### src/rtl/filter_scan_ctrl.sv
// Raster-scan sequencer for a fixed-latency pixel filter: issues WIDTH x HEIGHT
// pixels under source/sink flow control, tags the output stream, signals frame end.
module filter_scan_ctrl #(
    parameter int WIDTH  = 640,
    parameter int HEIGHT = 480
) (
    input  logic        CLK,
    input  logic        RST,
    input  logic        START,
    output logic        BUSY,
    output logic        DONE,
    input  logic        SRC_VALID,
    input  logic        SINK_AFULL,
    output logic        READY,
    output logic [11:0] POSX,
    output logic [11:0] POSY,
    input  logic        FILT_WREN,
    output logic        OUT_SOF,
    output logic        OUT_EOL,
    output logic        OUT_EOF,
    output logic        ERR
);
    localparam logic [11:0] XMAX = 12'(WIDTH - 1);
    localparam logic [11:0] YMAX = 12'(HEIGHT - 1);

    typedef enum logic [1:0] {S_IDLE, S_RUN, S_DRAIN, S_DONE} state_t;

    state_t      state, state_nxt;
    logic [11:0] ix, iy, ox, oy;
    logic [7:0]  inflight, inflight_nxt;
    logic        active, issue, wren, last_issue, err_nxt;

    assign active     = (state == S_RUN) || (state == S_DRAIN);
    assign READY      = (state == S_RUN) && SRC_VALID && !SINK_AFULL;
    assign issue      = READY;
    // Filter writes outside a frame are ignored entirely.
    assign wren       = active && FILT_WREN;
    assign last_issue = issue && (ix == XMAX) && (iy == YMAX);

    assign BUSY    = active;
    assign DONE    = (state == S_DONE);
    assign POSX    = ix;
    assign POSY    = iy;
    assign OUT_SOF = wren && (ox == 12'd0) && (oy == 12'd0);
    assign OUT_EOL = wren && (ox == XMAX);
    assign OUT_EOF = OUT_EOL && (oy == YMAX);

    always_comb begin
        inflight_nxt = inflight;
        err_nxt      = ERR;
        if (issue && !wren) begin
            if (inflight == 8'hff) err_nxt = 1'b1;
            else inflight_nxt = inflight + 8'd1;
        end else if (wren && !issue) begin
            if (inflight == 8'd0) err_nxt = 1'b1;
            else inflight_nxt = inflight - 8'd1;
        end
    end

    always_comb begin
        state_nxt = state;
        case (state)
            S_IDLE:  if (START) state_nxt = S_RUN;
            S_RUN:   if (last_issue) state_nxt = S_DRAIN;
            S_DRAIN: if (inflight_nxt == 8'd0) state_nxt = S_DONE;
            S_DONE:  state_nxt = S_IDLE;
            default: state_nxt = S_IDLE;
        endcase
    end

    always_ff @(posedge CLK) begin
        if (!RST) begin
            state    <= S_IDLE;
            ix       <= 12'd0;
            iy       <= 12'd0;
            ox       <= 12'd0;
            oy       <= 12'd0;
            inflight <= 8'd0;
            ERR      <= 1'b0;
        end else begin
            state <= state_nxt;
            if (state == S_IDLE) begin
                if (START) begin
                    ix       <= 12'd0;
                    iy       <= 12'd0;
                    ox       <= 12'd0;
                    oy       <= 12'd0;
                    inflight <= 8'd0;
                    ERR      <= 1'b0;
                end
            end else begin
                inflight <= inflight_nxt;
                ERR      <= err_nxt;
                if (issue) begin
                    if (ix == XMAX) begin
                        ix <= 12'd0;
                        iy <= iy + 12'd1;
                    end else begin
                        ix <= ix + 12'd1;
                    end
                end
                if (wren) begin
                    if (ox == XMAX) begin
                        ox <= 12'd0;
                        oy <= oy + 12'd1;
                    end else begin
                        ox <= ox + 12'd1;
                    end
                end
            end
        end
    end
endmodule

### config.mk
export PLATFORM = sky130hd
export DESIGN_NAME = filter_scan_ctrl
export DESIGN_NICKNAME = d
export VERILOG_FILES = /design/src/rtl/filter_scan_ctrl.sv
export SDC_FILE = /design/constraint.sdc
export NUM_CORES = 1
export LEC_CHECK = 0
export CORE_ASPECT_RATIO = 1.25
export CORE_UTILIZATION = 35
export CTS_BUF_LIST = sky130_fd_sc_hd__clkbuf_8
export CTS_CLUSTER_SIZE = 16
export DETAILED_ROUTE_END_ITERATION = 12
export GPL_ROUTABILITY_DRIVEN = 0
export SLEW_MARGIN = 20
export SYNTH_ARGS = -nofsm -noshare
export SYNTH_HDL_FRONTEND = slang
export SYNTH_SLANG_ARGS = --single-unit
### constraint.sdc
create_clock -name CLK -period 4.4 [get_ports CLK]
set_input_delay 1.32 -clock CLK [delete_from_list [all_inputs] [get_ports CLK]]
set_output_delay 1.32 -clock CLK [all_outputs]
set_load 0.02 [all_outputs]
==> impl_metrics.ini, run 1 <==
[run_status]
status = finished, final reports clean

[layout]
drive_gt1_share_pct = 7.52
num-nets-final = 455
final_util_pct = 43.7
diodes = 0
syn_to_final_growth_pct = 21.9
stdcell_count = 562
final_area_um2 = 3980
fillers = 938

[yosys]
avgSynthCellArea_um2 = 8.23
synth-seq-cells = 59
yosysTopAreaCellShare_pct = 36.1
synth_most_common_cell = dfxtp_1
synthTopCellsByArea = dfxtp_1, xor2_1, ha_1
yosysTopAreaCell = dfxtp_1
synthFlopType = dfxtp_1
synth_top_cells_by_count = dfxtp_1, nor2_1, nand2_1
synthArstFlopShare_pct = 0
yosysSeqAreaShare_pct = 36.1
ys_warn_count = 0
synth_edf_count = 0
synthesis.nets = 418
syn_area_um2 = 3270
synth.distinct_cells = 54
synthCells = 397

[setup_path]
cp_max_fo = 2
path_cells = clkdlybuf4s50_1, nand2_1, nor3_1, nor4b_2, clkdlybuf4s50_1
start_kind = primary input
end_kind = primary output
cp_data_arrival_time_ns = 2.97
worstPathRequired_ns = 3.08
ff2ff_setup_slack_ns = 1.25
worstReg2RegStart = state[0]$_SDFFE_PN0P_
cp-startpoint = FILT_WREN
slowest_delay_ns = 0.66
crit_top_cell = clkdlybuf4s50_1
worstSetupPathType = primary input to primary output
worstRegToRegCells = 13
cpMaxStageDelayCell = clkdlybuf4s50_1
timing.critical_path.to = OUT_SOF
r2r-end = state[1]$_SDFFE_PN0P_

[clock_tree]
cts_post_setup_buffers_inserted = 0
hold_buffers = 0
clk_latency_ns = 0.34
cts_max_level = 3
cts_buffers = 9
cts_sinks = 59
cts_max_path_buffers = 2
cts_root_buf = clkbuf_8
tritoncts = yes
path_clk_slew_ns = 0.07

[route]
wl_per_cell_um = 13.5
dr.pass1.iters = 5
dr.first_iter.drc_count = 172
wl_um = 7590
post-route-drc-count = 0
ant_nets = 0
vias = 2946
routed_via_density = 5.24

[floorplan]
start_util_pct = 35.8
coreArea_um2 = 9130
num_rows = 39
dieHeight_um = 110
pin_count = 37
dieWidth_um = 88.4
die-area_um2 = 9730

[placement]
pre_cts_slack_ns = -0.0203
io_buffers = 36
placed_area_um2 = 3750
dp_cells = 546
place_hpwl_um = 5540

[pwr]
p_leak_nw = 1.52
p_total_mw = 1.82
power_density_nw_per_um2 = 456
ir_drop_uv = 150

[grt]
grt_pass1_vias = 2817
grtUsageMet3_pct = 3.35
met1_usage_pct = 20.5
grt_use_total_pct = 16.9
grt_use_met2_pct = 28.5
grt_max_degree = 28
grt_pass1_wl_um = 12800
top_usage_layer = met2
grt_overflow_total = 0
antenna_found_initial = 0

[timing]
finalSetupViolCount = 0
max_freq_mhz = 233
fin_skew_ns = 0.00787
finalHoldViolCount = 0
drv_slew = 0
setup_ws_ns = 0.109
maxSlewHeadroom_pct = 56.9
rsz0062_at_grt = no
period_share_pct = 97.5
period_needed_ns = 4.29
worstMarginPinSlew_ns = 0.638

[run]
drv_cap = 0

[hold_path]
min_path_type = register to register
==> worst max-delay path, delay by kind of cell <==
kind          cells  cell delay [ns]
buf+inv           2             1.11
simple gates      3             0.53
==> how the worst min path moves through the flow <==
stage | from | to | slack (ns) | cells past startpoint
floorplan | oy[8]$_SDFFE_PN0P_ | oy[8]$_SDFFE_PN0P_ | 0.47 | 2
global placement | ERR$_SDFFE_PN0P_ | ERR$_SDFFE_PN0P_ | 0.48 | 2
detailed placement | ERR$_SDFFE_PN0P_ | ERR$_SDFFE_PN0P_ | 0.49 | 2
CTS | ERR$_SDFFE_PN0P_ | ERR$_SDFFE_PN0P_ | 0.50 | 2
global route | ERR$_SDFFE_PN0P_ | ERR$_SDFFE_PN0P_ | 0.53 | 2
finish | ERR$_SDFFE_PN0P_ | ERR$_SDFFE_PN0P_ | 0.50 | 2
==> power breakdown <==
part	total [mW]	switching (mW)	leakage (nW)	internal, mW
registers	0.614	0.0480	0.476	0.566
logic	0.641	0.377	0.921	0.265
clock network	0.563	0.216	0.119	0.347
==> through the flow <==
| step | setup TNS [ns] | hold WS, ns |
|---|---|---|
| floorplan | 0 | 0.467 |
| global placement | -0.0224 | 0.479 |
| detailed placement | -0.0203 | 0.487 |
| CTS | 0 | 0.503 |
| global route | 0 | 0.525 |
| finish | 0 | 0.502 |
==> sequential cells by signal (all words and copies together) (netlist names) <==
name and cells:
ERR 1, state 2, inflight 8, oy 12, POSY 12, ox 12
POSX 12
==> kinds of logic (layout without fill, tap and decap cells) <==
group	after synthesis	count (layout)	synth area share [%]
AND/OR/NAND/NOR	204	204	33.2
flip-flops	59	59	36.1
AO/OA/AOI/OAI	55	55	11.4
XOR/XNOR	35	35	9.38
buffers and inverters	28	70	3.75
adder cells (fa/ha/maj)	15	15	5.74
multiplexers	1	1	0.306
==> per-layer routing <==
| layer | part of all wire, % | up-vias |
|---|---|---|
| li1 | - | 1481 |
| met1 | 46 | 1407 |
| met2 | 50 | 50 |
| met3 | 3.1 | 8 |
| met4 | 1.2 | 0 |
| met5 | 0 | - |
==> repair_timing <==
item | 4_1_cts | 5_1_grt
gates cloned | 0 | 0
pin swaps | 0 | 0
setup endpoints to repair | 1 | 2
resized for setup | 1 | 2
==> layout by cell type, fill, tap and decap left out, types with 3 or more instances in the layout <==
cell / instances
a21oi_1: 10
and2_1: 7
and3_1: 12
and4_1: 3
buf_4: 5
clkbuf_8: 11
clkdlybuf4s50_1: 34
clkinv_2: 3
dfxtp_1: 59
ha_1: 15
inv_1: 13
nand2_1: 40
nand3_1: 18
nand3b_1: 3
nand4_1: 17
nand4b_1: 3
nor2_1: 50
nor2b_1: 7
nor3_1: 14
nor4_1: 5
o21a_1: 3
o21ai_0: 11
o22ai_1: 5
or3_1: 6
or4_1: 3
xnor2_1: 7
xor2_1: 28
==> final cells by class <==
class | count | area [um2] | area share [%]
clock inverter | 5 | 75.1 | 1.88
multi-input combinational | 310 | 1970 | 49.5
clock buffer | 11 | 151 | 3.80
tap | 123 | 154 | 3.86
sequential | 59 | 1180 | 29.6
inverter | 13 | 48.8 | 1.22
timing repair buffer | 41 | 403 | 10.1
(Power assumes the default switching activity.)
==> run 2: changes to the inputs <==
==> constraint.sdc (replaced) <==
create_clock -name CLK -period 4.31 [get_ports CLK]
set_input_delay 1.293 -clock CLK [delete_from_list [all_inputs] [get_ports CLK]]
set_output_delay 1.293 -clock CLK [all_outputs]
set_load 0.02 [all_outputs]
==> run 2 against run 1 <==
Effect of this change:
- non-clock buffer count grew 1
- sequential share of layout area grew 0.33 points
- clock power shrank 15%
- global-route usage grew 0.18 points
- clock skew is essentially flat
- sequential power grew 2%
- cell count is the same
- core utilization shrank 0.48 points
- power shrank 2.9%
- flip-flop and latch count is the same
- largest power group unchanged
==> impl_metrics.ini, run 2 (same netlist as run 1, synthesis figures left out) <==
[run]
drv_cap = 0

[grt]
grt_pass1_wl_um = 12900
grt_overflow_total = 0
antenna_found_initial = 0
grt_use_total_pct = 17.1
grt_pass1_vias = 2865
grt_max_degree = 28

[setup_path]
worstPathRequired_ns = 3.02
worstRegToRegCells = 13
cp_data_arrival_time_ns = 2.72
slowest_delay_ns = 0.45
cp_max_fo = 2
worstSetupPathType = primary input to primary output
path_cells = clkdlybuf4s50_1, nand2_1, nor3_1, nor4b_1, dlygate4sd2_1
start_kind = primary input
end_kind = primary output
cpMaxStageDelayCell = clkdlybuf4s50_1

[layout]
final_common_cell = dfxtp_1
final_cell_mix = dfxtp_1, nor2_1, nand2_1
num-nets-final = 456
drive_gt1_share_pct = 7.06
diodes = 0
final_area_um2 = 3940
syn_to_final_growth_pct = 20.6

[clock_tree]
cts_sinks = 59
tritoncts = yes
cts_root_buf = clkbuf_8
cts_max_path_buffers = 2
cts_buffers = 9
hold_buffers = 0
cts_max_level = 3
clk_latency_ns = 0.33
path_clk_slew_ns = 0.07

[floorplan]
coreArea_um2 = 9130
pin_count = 37
die-area_um2 = 9730
dieHeight_um = 110
start_util_pct = 35.8
num_rows = 39
dieWidth_um = 88.4

[route]
wl_per_cell_um = 13.8
dr.first_iter.drc_count = 116
vias = 2962
routed_via_density = 5.27
post-route-drc-count = 0
wl_um = 7770
dr.pass1.iters = 4
ant_nets = 0

[timing]
drv_slew = 0
finalSetupViolCount = 0
finalHoldViolCount = 0
period_share_pct = 93.1
maxSlewHeadroom_pct = 39.4
worstMarginPinSlew_ns = 0.909
fin_skew_ns = 0.00833
max_freq_mhz = 249
whs_ns = 0.485
rsz0062_at_grt = no
period_needed_ns = 4.01

[pwr]
p_leak_nw = 1.50
p_total_mw = 1.77
power_density_nw_per_um2 = 448
ir_drop_uv = 241

[placement]
placed_area_um2 = 3750
io_buffers = 36
place_hpwl_um = 5620

[hold_path]
min_path_type = register to register
whs_path_depth = 2

[run_status]
status = finished, final reports clean
## run 2: cell count changes in the layout (fill, tap and decap cells not counted), sizes merged
| cell | delta |
|---|---|
| clkdlybuf4s50 | -1 |
| clkinv | -1 |
| inv | +1 |
| dlygate4sd2 | +1 |
| bufinv | -1 |
| clkbuf | -2 |
| clkinvlp | +2 |
| buf | +1 |
## run 2: area by class of cell
type | count | area (um2)
multi-input cells | 310 | 1960
clock buffers | 9 | 124
well taps | 123 | 154
inverters | 13 | 48.8
fillers | 928 | 5180
clock inverters | 6 | 58.8
flip-flops and latches | 59 | 1180
repair buffers | 42 | 409
## run 2: report_power, final
group          internal, mW  switching, mW  total, mW
registers             0.578         0.0486      0.626
logic                 0.268          0.392      0.660
clock network         0.259          0.220      0.479
total                  1.10          0.661       1.77
## run 2: critical path, delay by kind of cell
| kind | cells | cell delay (ns) |
|---|---|---|
| buffers and inverters | 2 | 0.83 |
| and+or+nand+nor | 3 | 0.61 |
## run 2: path summary, 6_finish.rpt
kind | slack [ns] | from | endpoint
worst max-delay path | 0.30 | FILT_WREN | OUT_SOF
worst min-delay path | 0.49 | ERR$_SDFFE_PN0P_ | ERR$_SDFFE_PN0P_
worst max register to register | 1.18 | state[0]$_SDFFE_PN0P_ | state[1]$_SDFFE_PN0P_
worst min register to register | 0.49 | ERR$_SDFFE_PN0P_ | ERR$_SDFFE_PN0P_
## run 2: layer usage
| metal | vias up | global-route usage (%) | part of all wire [%] | wire [um] |
|---|---|---|---|---|
| met5 | - | 0 | 0 | 0 |
| met4 | 0 | 5.65 | 1.4 | 105 |
| met3 | 10 | 4.32 | 4.2 | 325 |
| met2 | 50 | 30.1 | 49 | 3830 |
| met1 | 1419 | 20.1 | 45 | 3510 |
| li1 | 1483 | - | - | - |
## run 2: metrics by stage
step | setup slack, ns | cells | util, % | TNS [ns]
6_report | 0.298 | 562 | 43.2 | 0
3_3_place_gp | -0.0579 | 547 | 41.1 | -0.0579
3_5_place_dp | -0.0175 | 547 | 41.1 | -0.0175
2_1_floorplan | 0.687 | 397 | - | 0
4_1_cts | 0.0145 | 562 | 43.1 | 0
5_1_grt | 0.114 | 562 | 43.2 | 0
## run 2: timing repair
item,4_1_cts,5_1_grt
gates resized for setup,1,2
hold endpoints to repair,0,0
endpoints found under the setup margin,1,2
buffers inserted,0,0
==> run 3: changes to the inputs <==
==> constraint.sdc (replaced) <==
create_clock -name CLK -period 3.5 [get_ports CLK]
set_input_delay 1.05 -clock CLK [delete_from_list [all_inputs] [get_ports CLK]]
set_output_delay 1.05 -clock CLK [all_outputs]
set_load 0.02 [all_outputs]
==> run 3 against run 2 <==
Effect of this change:
- core utilization grew 1.8 points
- first-iteration DRC count grew 20%
- clock skew grew 0.0057 ns
- critical path type unchanged
- largest power group unchanged
==> impl_metrics.ini, run 3 (same netlist as run 1, synthesis figures left out) <==
[timing]
finalSetupViolCount = 0
maxSlewHeadroom_pct = 58.1
worstMarginPinSlew_ns = 0.620
finalHoldViolCount = 0
whs_ns = 0.467
fin_skew_ns = 0.0141
period_needed_ns = 3.45
period_share_pct = 98.4
max_freq_mhz = 290
drv_slew = 0

[clock_tree]
cts_buffers = 9
clk_latency_ns = 0.34
cts_sinks = 59
cts_max_path_buffers = 2
cts_post_setup_buffers_inserted = 0
cts_root_buf = clkbuf_8
tritoncts = yes
path_clk_slew_ns = 0.07
cts_max_level = 3

[floorplan]
dieHeight_um = 110
die-area_um2 = 9730
coreArea_um2 = 9130
dieWidth_um = 88.4
start_util_pct = 35.8
pin_count = 37
num_rows = 39

[setup_path]
r2r-end = state[0]$_SDFFE_PN0P_
worstRegToRegCells = 12
end_kind = primary output
worstSetupPathType = primary input to primary output
cp-startpoint = FILT_WREN
worstReg2RegStart = state[0]$_SDFFE_PN0P_
ff2ff_setup_slack_ns = 0.55
cp_max_fo = 5
worstPathRequired_ns = 2.45
timing.critical_path.to = OUT_EOF
cp_data_arrival_time_ns = 2.40
start_kind = primary input

[placement]
place_hpwl_um = 5760
io_buffers = 36

[run]
drv_cap = 0

[layout]
num-nets-final = 473
multiInputGateArea_um2 = 1990
drive_gt1_share_pct = 12.1
fillers = 911
final_common_cell = dfxtp_1
final_cell_mix = dfxtp_1, nor2_1, nand2_1
diodes = 0
seq_area_um2 = 1180
syn_to_final_growth_pct = 25.6

[route]
vias = 2977
ant_nets = 0
routed_via_density = 5.14
wl_um = 7880
dr.first_iter.drc_count = 139
post-route-drc-count = 0
dr.pass1.iters = 4
wl_per_cell_um = 13.6

[run_status]
status = finished, final reports clean

[grt]
antenna_found_initial = 0
grt_pass1_wl_um = 12900
grt_max_degree = 27
grt_pass1_vias = 2761
grt_overflow_total = 0
grt_use_total_pct = 17.4

[pwr]
p_total_mw = 2.29
p_leak_nw = 1.56
power_density_nw_per_um2 = 559
ir_drop_uv = 300

[hold_path]
min_path_type = register to register
## run 3: cell types whose count changed in the layout (fill, tap and decap cells not counted), sizes merged
cell	before	now
buf	6	23
clkbuf	9	11
clkdlybuf4s15	0	3
clkdlybuf4s50	33	32
clkinv	2	1
clkinvlp	2	0
dlymetal6s2s	2	0
inv	14	15
## run 3: report_power, final
part	switching (mW)	total, mW	internal (mW)
logic	0.502	0.906	0.404
registers	0.0612	0.773	0.711
clock network	0.256	0.614	0.357
## run 3: timing repair
item,CTS,global route
hold buffers,0,0
setup endpoints to repair,4,4
endpoints found under the hold margin,0,0
resized for setup,14,4
pin swaps,0,1
## run 3: cell type report
| cell class | count | share of cell area (%) |
|---|---|---|
| Inverter | 13 | 1.19 |
| Timing Repair Buffer | 59 | 13.0 |
| Multi-Input combinational cell | 310 | 48.5 |
| Sequential cell | 59 | 28.8 |
| Tap cell | 123 | 3.75 |
| Clock buffer | 11 | 3.69 |
| Clock inverter | 4 | 1.04 |
## run 3: worst max-delay path, stage by stage
cell and delay, ns:
clkdlybuf4s50_1 0.48, nand2_2 0.10, buf_4 0.17, nor3_1 0.17, and3_1 0.17, clkdlybuf4s15_2 0.26
## run 3: how the worst min path moves through the flow
stage | start | end | slack (ns) | cells past startpoint
finish | ERR$_SDFFE_PN0P_ | ERR$_SDFFE_PN0P_ | 0.47 | 2
global route | ERR$_SDFFE_PN0P_ | ERR$_SDFFE_PN0P_ | 0.53 | 2
CTS | ERR$_SDFFE_PN0P_ | ERR$_SDFFE_PN0P_ | 0.47 | 2
detailed placement | ERR$_SDFFE_PN0P_ | ERR$_SDFFE_PN0P_ | 0.46 | 2
global placement | ERR$_SDFFE_PN0P_ | ERR$_SDFFE_PN0P_ | 0.45 | 2
floorplan | oy[8]$_SDFFE_PN0P_ | oy[8]$_SDFFE_PN0P_ | 0.47 | 2
## run 3: metrics by stage
stage,instances,utilization (%),setup WS [ns],area (um2),TNS (ns)
6_report,579,45.0,0.0545,4100,0
5_1_grt,579,45.0,-0.0116,4100,-0.0116
4_1_cts,579,44.8,0.00506,4090,0
3_5_place_dp,564,42.5,-0.374,3880,-1.62
3_3_place_gp,564,42.5,-0.349,3880,-1.53
2_1_floorplan,397,-,0.280,3270,0
## run 3: routing by layer
metal  wire (um)  global-route usage (%)  vias up
met5           0                       0        -
met4         116                    5.76        0
met3         318                    4.47       13
met2        3920                    30.4       50
met1        3530                    20.5     1391
li1            -                       -     1523
